`src/rtl/ifetch_pkg.sv`:
```
`default_nettype none
// ============================================================================
// Module   : ifetch_pkg
// Purpose  : Shared types and line-geometry helpers for the instruction-fetch
//            line buffer and its word-select mux.
// Contents : state_t      - controller state encoding (IDLE / FILL / RESP)
//            WORD_W       - native instruction word width
//            offset_bits  - word-select width for a line of n words
//            tag_bits     - tag width left over from a 30-bit word address
// Revision : 1.0 - initial release
// ============================================================================
package ifetch_pkg;

  localparam int unsigned WORD_W = 32;

  typedef enum logic [1:0] {
    IDLE = 2'd0,
    FILL = 2'd1,
    RESP = 2'd2
  } state_t;

  // Bits [1:0] of a byte address are the byte lane, so a line of n words
  // consumes clog2(n) bits above them for the word select.
  function automatic int unsigned offset_bits(input int unsigned n);
    return $clog2(n);
  endfunction

  function automatic int unsigned tag_bits(input int unsigned n);
    return 30 - $clog2(n);
  endfunction

endpackage : ifetch_pkg
`default_nettype wire

```
`src/rtl/line_word_mux.sv`:
```
`default_nettype none
// ============================================================================
// Module   : line_word_mux
// Purpose  : NUM_BLOCKS-to-1 combinational selection of one 32-bit word out
//            of a packed line. Word i lives at bits [32*i +: 32].
// Ports    : line_i  in  32*NUM_BLOCKS  packed line
//            sel_i   in  OFFSET_BITS    word index
//            word_o  out 32             selected word
// Revision : 1.0 - initial release
// ============================================================================
module line_word_mux
  import ifetch_pkg::*;
#(
  parameter int unsigned NUM_BLOCKS  = 4,
  parameter int unsigned OFFSET_BITS = offset_bits(NUM_BLOCKS)
) (
  input  logic [WORD_W*NUM_BLOCKS-1:0] line_i,
  input  logic [OFFSET_BITS-1:0]       sel_i,
  output logic [WORD_W-1:0]            word_o
);

  logic [WORD_W-1:0] w_words [NUM_BLOCKS];

  for (genvar gi = 0; gi < NUM_BLOCKS; gi++) begin : g_words
    assign w_words[gi] = line_i[WORD_W*gi +: WORD_W];
  end

  // NUM_BLOCKS is a power of two, so every sel_i value is a valid index.
  assign word_o = w_words[sel_i];

endmodule : line_word_mux
`default_nettype wire

```
`src/rtl/ifetch_line_buffer.sv`:
```
`default_nettype none
// ============================================================================
// Module   : ifetch_line_buffer
// Purpose  : Single-line instruction fetch buffer between a 32-bit CPU fetch
//            port and a wide instruction memory. Hits on the held line are
//            answered in one cycle; misses issue one wide read and answer the
//            CPU straight from the returned line while filling it.
// Ports    : clk        in   1            rising-edge clock
//            reset      in   1            asynchronous active-high reset
//            cpu_valid  in   1            fetch request, held until cpu_ready
//            cpu_addr   in   32           byte address, bits [1:0] ignored
//            cpu_ready  out  1            one-cycle response pulse
//            cpu_rdata  out  32           instruction word (holds when idle)
//            mem_valid  out  1            wide read request
//            mem_ready  in   1            one-cycle memory response pulse
//            mem_addr   out  32           line-aligned byte address
//            mem_rdata  in   32*NUM_BLOCKS line data, word i at [32*i +: 32]
//            flush      in   1            invalidate the held line
//            hit_cnt    out  32           hit responses, wraps
//            miss_cnt   out  32           memory fills, wraps
// Revision : 1.0 - initial release
// ============================================================================
module ifetch_line_buffer
  import ifetch_pkg::*;
#(
  parameter int unsigned NUM_BLOCKS = 4
) (
  input  logic                         clk,
  input  logic                         reset,
  input  logic                         cpu_valid,
  input  logic [31:0]                  cpu_addr,
  output logic                         cpu_ready,
  output logic [31:0]                  cpu_rdata,
  output logic                         mem_valid,
  input  logic                         mem_ready,
  output logic [31:0]                  mem_addr,
  input  logic [WORD_W*NUM_BLOCKS-1:0] mem_rdata,
  input  logic                         flush,
  output logic [31:0]                  hit_cnt,
  output logic [31:0]                  miss_cnt
);

  localparam int unsigned OFFSET_BITS = offset_bits(NUM_BLOCKS);
  localparam int unsigned TAG_BITS    = tag_bits(NUM_BLOCKS);
  localparam int unsigned LINE_W      = WORD_W * NUM_BLOCKS;

  state_t                state_q, state_d;
  logic                  line_valid_q, line_valid_d;
  logic                  flush_seen_q, flush_seen_d;
  logic [TAG_BITS-1:0]   tag_q;
  logic [LINE_W-1:0]     line_q;
  logic                  cpu_ready_q, cpu_ready_d;
  logic [31:0]           cpu_rdata_q, cpu_rdata_d;
  logic                  mem_valid_q, mem_valid_d;
  logic [31:0]           mem_addr_q, mem_addr_d;
  logic [31:0]           hit_cnt_q, hit_cnt_d;
  logic [31:0]           miss_cnt_q, miss_cnt_d;
  logic                  fill_en;

  logic [TAG_BITS-1:0]   w_tag;
  logic [OFFSET_BITS-1:0] w_sel;
  logic                  w_hit;
  logic [WORD_W-1:0]     w_line_word;
  logic [WORD_W-1:0]     w_mem_word;
  logic                  w_unused_byte_lane;

  assign w_tag = cpu_addr[31 -: TAG_BITS];
  assign w_sel = cpu_addr[2 +: OFFSET_BITS];
  assign w_unused_byte_lane = ^cpu_addr[1:0];

  // A flush presented together with a lookup must win, so it masks the hit.
  assign w_hit = line_valid_q && (tag_q == w_tag) && !flush;

  line_word_mux #(
    .NUM_BLOCKS (NUM_BLOCKS)
  ) u_line_mux (
    .line_i (line_q),
    .sel_i  (w_sel),
    .word_o (w_line_word)
  );

  // Bypass path: a fill answers the CPU from the incoming line, not from
  // line_q, which only updates on the same edge.
  line_word_mux #(
    .NUM_BLOCKS (NUM_BLOCKS)
  ) u_mem_mux (
    .line_i (mem_rdata),
    .sel_i  (w_sel),
    .word_o (w_mem_word)
  );

  // --------------------------------------------------------------------------
  // State register
  // --------------------------------------------------------------------------
  always_ff @(posedge clk or posedge reset) begin
    if (reset) begin
      state_q <= IDLE;
    end else begin
      state_q <= state_d;
    end
  end

  // --------------------------------------------------------------------------
  // Next-state logic
  // --------------------------------------------------------------------------
  always_comb begin
    state_d = state_q;
    case (state_q)
      IDLE:    if (cpu_valid) state_d = w_hit ? RESP : FILL;
      FILL:    if (mem_ready) state_d = RESP;
      RESP:    state_d = IDLE;
      default: state_d = IDLE;
    endcase
  end

  // --------------------------------------------------------------------------
  // Output / datapath logic
  // --------------------------------------------------------------------------
  always_comb begin
    cpu_ready_d  = 1'b0;
    cpu_rdata_d  = cpu_rdata_q;
    mem_valid_d  = mem_valid_q;
    mem_addr_d   = mem_addr_q;
    hit_cnt_d    = hit_cnt_q;
    miss_cnt_d   = miss_cnt_q;
    line_valid_d = line_valid_q && !flush;
    flush_seen_d = flush_seen_q;
    fill_en      = 1'b0;

    case (state_q)
      IDLE: begin
        if (cpu_valid) begin
          if (w_hit) begin
            cpu_ready_d = 1'b1;
            cpu_rdata_d = w_line_word;
            hit_cnt_d   = hit_cnt_q + 32'd1;
          end else begin
            mem_valid_d  = 1'b1;
            mem_addr_d   = {w_tag, {(OFFSET_BITS + 2){1'b0}}};
            flush_seen_d = 1'b0;
          end
        end
      end

      FILL: begin
        // A flush during the fill cannot stop the response already owed to
        // the CPU, but the returned line must not be trusted afterwards.
        if (flush) flush_seen_d = 1'b1;
        if (mem_ready) begin
          mem_valid_d  = 1'b0;
          fill_en      = 1'b1;
          line_valid_d = !(flush_seen_q || flush);
          cpu_ready_d  = 1'b1;
          cpu_rdata_d  = w_mem_word;
          miss_cnt_d   = miss_cnt_q + 32'd1;
        end
      end

      default: ;
    endcase
  end

  // --------------------------------------------------------------------------
  // Control registers
  // --------------------------------------------------------------------------
  always_ff @(posedge clk or posedge reset) begin
    if (reset) begin
      cpu_ready_q  <= 1'b0;
      cpu_rdata_q  <= '0;
      mem_valid_q  <= 1'b0;
      mem_addr_q   <= '0;
      hit_cnt_q    <= '0;
      miss_cnt_q   <= '0;
      line_valid_q <= 1'b0;
      flush_seen_q <= 1'b0;
    end else begin
      cpu_ready_q  <= cpu_ready_d;
      cpu_rdata_q  <= cpu_rdata_d;
      mem_valid_q  <= mem_valid_d;
      mem_addr_q   <= mem_addr_d;
      hit_cnt_q    <= hit_cnt_d;
      miss_cnt_q   <= miss_cnt_d;
      line_valid_q <= line_valid_d;
      flush_seen_q <= flush_seen_d;
    end
  end

  // Line data and tag are qualified by line_valid_q, so they need no reset.
  always_ff @(posedge clk) begin
    if (fill_en) begin
      line_q <= mem_rdata;
      tag_q  <= w_tag;
    end
  end

  assign cpu_ready = cpu_ready_q;
  assign cpu_rdata = cpu_rdata_q;
  assign mem_valid = mem_valid_q;
  assign mem_addr  = mem_addr_q;
  assign hit_cnt   = hit_cnt_q;
  assign miss_cnt  = miss_cnt_q;

endmodule : ifetch_line_buffer
`default_nettype wire

```
`config.mk`:
```
export PLATFORM = sky130hd
export DESIGN_NAME = ifetch_line_buffer
export DESIGN_NICKNAME = d
export VERILOG_FILES = /design/src/rtl/ifetch_pkg.sv /design/src/rtl/line_word_mux.sv /design/src/rtl/ifetch_line_buffer.sv
export SDC_FILE = /design/constraint.sdc
export NUM_CORES = 1
export LEC_CHECK = 0
export ABC_AREA = 0
export BUFFER_PORTS_ARGS = -buffer_cell sky130_fd_sc_hd__buf_4
export CAP_MARGIN = 20
export CORE_MARGIN = 2
export CORE_UTILIZATION = 44
export DETAILED_ROUTE_END_ITERATION = 10
export GPL_ROUTABILITY_DRIVEN = 1
export GPL_TIMING_DRIVEN = 0
export PLACE_DENSITY = 0.73
export SYNTH_ARGS = -nofsm -noshare
export SYNTH_HDL_FRONTEND = slang
export SYNTH_SLANG_ARGS = --single-unit
```
`constraint.sdc`:
```
create_clock -name clk -period 14.7 [get_ports clk]
set_input_delay 0.735 -clock clk [delete_from_list [all_inputs] [get_ports clk]]
set_output_delay 0.735 -clock clk [all_outputs]
set_load 0.02 [all_outputs]
```
==> After elaboration in Yosys (flattened, before gate mapping) <==
Index checks and enable logic that the tools add are counted.
Widths: inputs -> output; s select.
{ "classes": {"bitwise_logic": 2, "mux": 29, "reduce_logical": 15, "n_eq_ne": 7, "add_sub_neg": 2, "order_cmp": 1} }
{ "op_table": {"columns": ["op", "n"], "rows": [
  ["$mux 32", 7],
  ["$bmux 32 s2", 2],
  ["$add 32x1->32 const B", 2],
  ["$pmux 32 s2", 1],
  ["$eq 28x28->1", 1],
  ["$mux 1", 12],
  ["$reduce_and 4->1", 3],
  ["$ne 2x2->1 const B", 5],
  ["$mux 2", 3],
  ["$pmux 1 s2", 3],
  ["$reduce_and 3->1", 2],
  ["$pmux 2 s2", 1],
  ["$reduce_and 2->1", 2],
  ["$ge 3x3->1 const B", 1],
  ["$logic_and 1x1->1", 3],
  ["$not 2->3", 1],
  ["$eq 2x1->1 const B", 1],
  ["$logic_not 1->1", 2],
  ["$logic_not 2->1", 1],
  ["$reduce_bool 2->1", 1],
  ["$logic_or 1x1->1", 1],
  ["$not 1->1", 1]
]} }
{ "totals": {"wordCells": 67, "input_bits": 165, "register_bits": 286} }

==> Logic depth before layout (Yosys ltp) <==
Gate-level depths: netlist of run 1.
{ "logic_depth": {"depth_word": 7, "mapped_depth": 8, "depth_no_buf": 7} }

==> By module <==
A second synthesis of run 1 with hierarchy kept.
{ "hier_totals": {"hier_cells": 729, "area_unflattened_um2": 12425.7} }
{ "by_module_without_submodules": {"columns": ["module", "instances", "cells_each", "area_each_um2"], "rows": [
  ["ifetch_line_buffer", 1, 651, 10796.6],
  ["line_word_mux", 2, 39, 814.5]
]} }

==> Worst setup path before layout of run 1 <==
OpenSTA, ideal clock, no wires.
{ "synth_timing": {"kind": "input to register", "from": "input port mem_ready", "to": "register miss_cnt_q[18] (netlist: miss_cnt[18])", "n_path_buf": 0, "arrival_ps": 5748, "setup_ps": 132, "stages": 7, "setup_slack_ps": 8820, "path_cell_list": "nand3b_1 > clkinv_1 > nand3_1 > nor3_1 > nand2_1 > nor2_1 > xor2_1"} }
{ "synth_via": {"elab_chain_len": 1} }
{ "synth_lines": {"columns": ["element", "line_no", "rtl"], "rows": [
  ["from (decl)", "ifetch_line_buffer.sv:35", "input logic mem_ready,"],
  ["$reduce_and 2->1 (no source line)", null, null],
  ["to (signal assigned)", "ifetch_line_buffer.sv:182", "miss_cnt_q <= miss_cnt_d;"],
  ["to (decl)", "ifetch_line_buffer.sv:57", "logic [31:0] miss_cnt_q, miss_cnt_d;"]
]} }
Every way passes these cells.
A chain may end at the register's enable or synchronous reset.

==> Worst setup path in the final report of run 1 <==
{ "layout_timing": {"from": "register state_q[1]", "to": "register miss_cnt_q[31] (netlist: miss_cnt[31])"} }
{ "layout_via": {"elab_chain_len": 2} }
{ "layout_lines": {"columns": ["element", "line_no", "rtl"], "rows": [
  ["from (decl)", "ifetch_line_buffer.sv:47", "state_t state_q, state_d;"],
  ["from (signal assigned)", "ifetch_line_buffer.sv:99", "state_q <= state_d;"],
  ["$eq 2x1->1", "ifetch_line_buffer.sv:130", "case (state_q)"],
  ["$reduce_and 2->1 (no source line)", null, null]
]} }
Every way passes these cells.

==> flow_summary_export.csv, run 1 <==
group,metric,value,unit
pwr,p_leak,0.006594,uW
sta,timing.final.crit_period,2.765,ns
sta,tns,0,ns
synthesis,yosysWarnings,0,
sta,max_freq,0.3616,GHz
sta,fin_skew,0.01352,ns
placement,hpwl,20480,um
clocking,clkLatencyLatePin,0.54,ns
route,via_per_inst,5.246,
global_route,grt_pass1_vias,8110,
clocking,postCtsHoldBufs,0,
finish,drive_above_1_share,41.61,%
synthesis,netlist_top_cells_count,"156 x edfxtp_1, 130 x dfrtp_1, 64 x mux4_2",
sta,rsz0062_at_grt,"no",
global_route,grt_max_degree,83,
route,wl_per_cell,19.39,um
finish,register_area,0.007938,sq mm
clocking,tritoncts,"yes",
synthesis,netlist_area,0.01224,sq mm
sta,finalHoldViolations,0,
synthesis,seq_area_frac_synth,64.87,%
sta,worst-slew-pin-transition,0.8331,ns
global_route,grt_remaining_overflow,0,
finish,syn2layout_area_growth,29.48,%
clocking,cts_buffers,29,
pwr,power_density,146.0,mW/mm^2
placement,gp_congestion,0.7865,
finish,diodes,0,
synthesis,yosysMostFrequentCell,"edfxtp_1",
synthesis,syn_avg_cell_area,15.79,sq um
setup_path,worstPathRequired,15.16,ns
setup_path,worstReg2RegStart,"state_q[1]$_DFFE_PP0P_",
sta,drv_slew,0,
sta,setup_viol,0,
route,vias,7858,
floorplan,rows,61,
flow_run,maxCapViolations,0,
setup_path,worstSetupStartpointType,"flop",
setup_path,critical_path_class,"reg2reg",
synthesis,synth-edff-count,156,
global_route,antenna_found_initial,0,
floorplan,dieArea,0.02916,sq mm
clocking,ctsResizeCount,0,
setup_path,path_delay_family,"simple AND/OR/NAND/NOR gates",
synthesis,synth.area.top_cells,"edfxtp_1 38%, dfrtp_1 27%, mux4_2 12%",
clocking,numClockSinks,286,
pwr,power,2313,uW
setup_path,crit_path_frequent_cell,"nor2_1",
setup_path,crit_path_top_delay_cell,"clkinv_4",
clocking,clockBufferDepth,3,
worst_hold_path,min_path_type,"in2async",
global_route,grt_pass1_wl,45320,um
setup_path,worst_setup_path_end_kind,"flop",
setup_path,crit_path_cell_trace,"nand3b_1 > clkinv_4 > nand4_1 > nor2_1 > nand2_1 > nor2_1 > xor2_1",
global_route,track_usage,20.05,%
floorplan,pin_count,295,
clocking,cts_htree_levels,1,
placement,placedCellCount,1444,
finish,fill_cells,2182,
placement,portBuffers,286,
synthesis,synth_seq_cells,286,
clocking,cts_root_buf,"clkbuf_16",
setup_path,max_stage_delay,0.60,ns
synthesis,async_reset_ff_share,45.45,%
setup_path,cp_max_fo,82,
synthesis,synth_top_area_share,38.29,%
clocking,cts_setup_buffers,0,
setup_path,r2r-end,"miss_cnt[31]$_DFFE_PP0P_",
finish,multi_input_area,0.003906,sq mm
floorplan,start_util,44.41,%
setup_path,rrSetupSlack,11.93,ns
sta,finalCritPeriodShare,18.81,%
setup_path,crit_buf_inv,1,
finish,finalNetCount,1264,
synthesis,synth_top_area_cell,"edfxtp_1",
route,final_antenna_net_count,0,
finish,stdcell_count,1498,
pwr,ir_drop,83.79,uV
route,first_pass_iters,5,
setup_path,reg2reg_depth,7,
setup_path,arrival,3.22,ns
clocking,clk_pin_slew,0.06,ns
route,drc,0,
route,drtIter0Drc,502,
synthesis,netlist_instances,775,
route,wl,29050,um
synthesis,synth-main-ff-cell,"edfxtp_1",
floorplan,die_w,170.8,um
outcome,status,"complete, no violations",
sta,relSlewSlack,44.20,%
floorplan,core_area,0.02755,sq mm
floorplan,dieHeight,170.8,um
synthesis,ys_types,43,
state kept, by name, indices dropped and copies added, names as in the netlist:
name	flops
cpu_ready	1
line_q	128
line_valid_q	1
mem_valid	1
tag_q	28
cpu_rdata	32
hit_cnt	32
state_q	2
miss_cnt	32
mem_addr	28
flush_seen_q	1
cells by family after synthesis:
family / synth area share (%)
flip-flops: 64.87
AND/OR/NAND/NOR: 6.892
multiplexers: 14.45
XOR/XNOR: 6.442
buffers and inverters: 3.293
AO/OA/AOI/OAI: 3.814
adder cells (fa/ha/maj): 0.2045
other: 0.03065
power by group:
part | switching [uW] | internal, uW | leakage [uW]
clock | 307 | 404 | 0.000451
combinational | 297 | 243 | 0.00310
sequential | 65.5 | 996 | 0.00304
total | 670 | 1640 | 0.00659
routing by layer:
metal / GRT usage [%] / share of wire, % / routed length, um
met1: 26.90 / 41 / 11940
met2: 33.11 / 49 / 14300
met3: 5.043 / 7.9 / 2301
met4: 4.645 / 1.8 / 515
met5: 0 / 0 / 0
how the worst max path moves through the flow:
stage                           startpoint                        to  slack [ns]  cells after the start
floorplan                        mem_ready  miss_cnt[18]$_DFFE_PP0P_        8.82                      7
finish              state_q[1]$_DFFE_PP0P_  miss_cnt[31]$_DFFE_PP0P_       11.93                      7
detailed placement               mem_ready  miss_cnt[31]$_DFFE_PP0P_       11.48                      8
global route        state_q[1]$_DFFE_PP0P_  miss_cnt[31]$_DFFE_PP0P_       11.57                      7
global placement                 mem_ready  miss_cnt[18]$_DFFE_PP0P_        6.45                      8
CTS                 state_q[1]$_DFFE_PP0P_  miss_cnt[31]$_DFFE_PP0P_       11.80                      7
placed cells by master (no fill, tap or decap), types with 29 or more instances in the layout:
cell       netlist  final
clkbuf_16        0     29
dfrtp_1        130    130
o32ai_1         32     32
mux4_2          64     64
xor2_1          33     33
xnor2_1         57     57
buf_4            6    292
nand2_1         31     31
a21oi_1         32     32
inv_1           46     45
mux2_2          29     29
edfxtp_1       156    156
metrics by stage:
step	cell area, sq um	hold slack [ns]	setup WS [ns]	utilization [%]
2_1_floorplan	12250	0.4202	8.820	-
3_3_place_gp	14870	0.4277	6.446	53.96
3_5_place_dp	14930	0.4530	11.48	54.19
4_1_cts	15840	0.2797	11.80	57.50
5_1_grt	15840	0.3062	11.57	57.50
6_report	15840	0.2643	11.93	57.50
final cells by class:
cell class,instances,area share [%]
inverters,47,1.177
plain buffers,40,1.429
flip-flops and latches,286,50.10
clock inverters,18,0.9398
well taps,378,2.985
clock buffers,36,4.810
multi-input cells,405,24.66
repair buffers,288,13.90
worst reg2reg max path, stage by stage (launching register included):
cell      delay [ns]
dfrtp_1         0.40
nand3b_1        0.34
clkinv_4        0.61
nand4_1         0.28
nor2_1          0.50
nand2_1         0.24
nor2_1          0.18
xor2_1          0.15
Note: power is estimated with default switching activity, not from simulation.
==> run 2: changes to the inputs <==
--- a/config.mk
+++ b/config.mk
@@ -13,7 +13,7 @@
 export DETAILED_ROUTE_END_ITERATION = 10
 export GPL_ROUTABILITY_DRIVEN = 1
 export GPL_TIMING_DRIVEN = 0
-export PLACE_DENSITY = 0.73
+export PLACE_DENSITY = 0.75
 export SYNTH_ARGS = -nofsm -noshare
 export SYNTH_HDL_FRONTEND = slang
 export SYNTH_SLANG_ARGS = --single-unit
==> constraint.sdc (replaced) <==
create_clock -name clk -period 2.3 [get_ports clk]
set_input_delay 0.115 -clock clk [delete_from_list [all_inputs] [get_ports clk]]
set_output_delay 0.115 -clock clk [all_outputs]
set_load 0.02 [all_outputs]
==> run 2 against run 1 <==
Compared with the run above: non-clock buffer count up 170; highest routed layer unchanged; wire length up 17%; critical path type unchanged; final cell count is 12% higher; power grew to 6.7 times the previous value.
==> flow_summary_export.csv, run 2 (synthesis gave the netlist of run 1 again) <==
group,metric,value,unit
outcome,status,"complete, no violations",
finish,finalNetCount,1436,
worst_hold_path,min_path_type,"in2reg",
setup_path,crit_path_top_delay_cell,"edfxtp_1",
floorplan,start_util,44.41,%
sta,fin_skew,0.01847,ns
route,wl_per_cell,20.25,um
sta,finalHoldWorstSlack,0.09981,ns
route,vias,8709,
flow_run,maxCapViolations,0,
sta,rsz0062_at_grt,"yes",
route,via_per_inst,5.209,
route,wl,33850,um
global_route,grt_pass1_wl,51520,um
finish,regMostFlops,"line_q",
sta,setup_viol,0,
route,drc,0,
setup_path,crit_path_cell_trace,"xnor2_2 > nand4_1 > nor4_4 > buf_4 > a31oi_4 > buf_6 > o32ai_1 > a21oi_1",
route,final_antenna_net_count,0,
clocking,cts_buffers,30,
finish,syn2layout_area_growth,47.79,%
sta,max_freq,0.4465,GHz
sta,relSlewSlack,47.10,%
setup_path,cp_max_fo,10,
global_route,antenna_found_initial,1,
sta,timing.final.crit_period,2.240,ns
sta,fin_ws,0.06043,ns
clocking,tritoncts,"yes",
clocking,clkLatencyLatePin,0.55,ns
global_route,grt_pass1_vias,9356,
finish,largest_reg_flops,128,
global_route,track_usage,22.96,%
floorplan,die_w,170.8,um
sta,worst-slew-pin-transition,0.7935,ns
floorplan,dieArea,0.02916,sq mm
finish,drive_above_1_share,40.60,%
pwr,power,15450,uW
finish,layout_common_cells,"300 x buf_4, 159 x dlygate4sd3_1, 156 x edfxtp_1, 130 x dfrtp_1, 64 x mux4_2",
placement,hpwl,20920,um
clocking,clockBufferDepth,3,
setup_path,crit_buf_inv,2,
clocking,numClockSinks,286,
clocking,clk_pin_slew,0.06,ns
placement,gp_congestion,0.8046,
finish,mostFrequentLayoutCell,"buf_4",
placement,placedCellCount,1445,
floorplan,dieHeight,170.8,um
pwr,p_leak,0.007510,uW
floorplan,core_area,0.02755,sq mm
floorplan,pin_count,295,
sta,finalHoldViolations,0,
clocking,cts_htree_levels,1,
placement,place_ws,-0.7231,ns
route,first_pass_iters,5,
global_route,grt_max_degree,83,
global_route,grt_remaining_overflow,0,
floorplan,rows,61,
setup_path,max_stage_delay,0.41,ns
sta,drv_slew,0,
setup_path,worst_setup_path_end_kind,"flop",
setup_path,worstPathRequired,2.72,ns
setup_path,worstSetupStartpointType,"flop",
setup_path,arrival,2.66,ns
pwr,power_density,854.2,mW/mm^2
route,drtIter0Drc,488,
sta,finalCritPeriodShare,97.37,%
setup_path,path_delay_family,"compound AO/OA/AOI/OAI gates",
pwr,ir_drop,656.1,uV
clocking,cts_root_buf,"clkbuf_16",
placement,portBuffers,286,
setup_path,critical_path_class,"reg2reg",
finish,stdcell_count,1672,
-- run 2: changes by cell type in the layout (fill, tap and decap cells not counted), moves of 8 or more --
cell / change
dlygate4sd3_1: +159
o32ai_1: -24
o32ai_2: +18
buf_4: +8
xnor2_1: -8
xnor2_2: +8
-- run 2: layout make-up --
cell class	count	area, sq um
diodes	1	2.502
plain buffers	40	274.0
clock buffers	47	875.8
clock inverters	9	75.07
fillers	1850	9470
inverters	47	206.4
multi-input cells	405	4297
flip-flops and latches	286	7938
well taps	378	473.0
repair buffers	458	3925
repair inverters	1	16.27
-- run 2: stage by stage --
step / TNS (ns) / util, % / cell area (sq um)
floorplan: -0.08938 / - / 12270
global placement: -79.19 / 54.03 / 14890
detailed placement: -22.11 / 54.24 / 14950
CTS: 0 / 63.97 / 17630
global route: -2.263 / 65.63 / 18080
finish: 0 / 65.63 / 18080
-- run 2: report_power, final --
part,internal (uW),total [uW],switching [uW]
clock,2720,4670,1950
sequential,6360,6830,469
combinational,1830,3940,2110
total,10900,15400,4530
-- run 2: per-layer routing --
metal	wire length, um	vias to the layer above	track usage, %	share of wire [%]
li1	-	3926	-	-
met1	13410	4366	28.60	40
met2	17290	339	39.96	51
met3	2127	78	4.673	6.3
met4	1024	0	7.952	3.0
met5	0	-	0	0
-- run 2: path summary, 6_finish.rpt --
path / to / slack [ns] / cells past startpoint / from
setup / recovery: cpu_rdata[12]$_DFFE_PP0P_ / 0.06 / 8 / tag_q[17]$_DFFE_PP_
max in group asynchronous: mem_addr[29]$_DFFE_PP0P_ / 1.17 / 5 / reset
min in group asynchronous: miss_cnt[11]$_DFFE_PP0P_ / 0.24 / 3 / reset
hold / removal: hit_cnt[2]$_DFFE_PP0P_ / 0.1 / 4 / cpu_valid
setup reg to reg: cpu_rdata[12]$_DFFE_PP0P_ / 0.06 / 8 / tag_q[17]$_DFFE_PP_
hold reg to reg: line_valid_q$_DFF_PP0_ / 0.44 / 1 / flush_seen_q$_DFFE_PP0P_
-- run 2: repair_timing --
| action | 4_1_cts | 5_1_grt |
|---|---|---|
| gates resized for setup | 14 | 66 |
| hold buffers | 159 | 0 |
| buffers inserted | 5 | 3 |
| pin swaps | 2 | 7 |
| gates cloned | 1 | 2 |
| endpoints found under the setup margin | 88 | 75 |
| endpoints found under the hold margin | 214 | 0 |
-- run 2: worst min-delay path: stages --
cell	delay, ns
buf_4	0.10
nor3b_2	0.20
nand4_1	0.11
xnor2_1	0.06
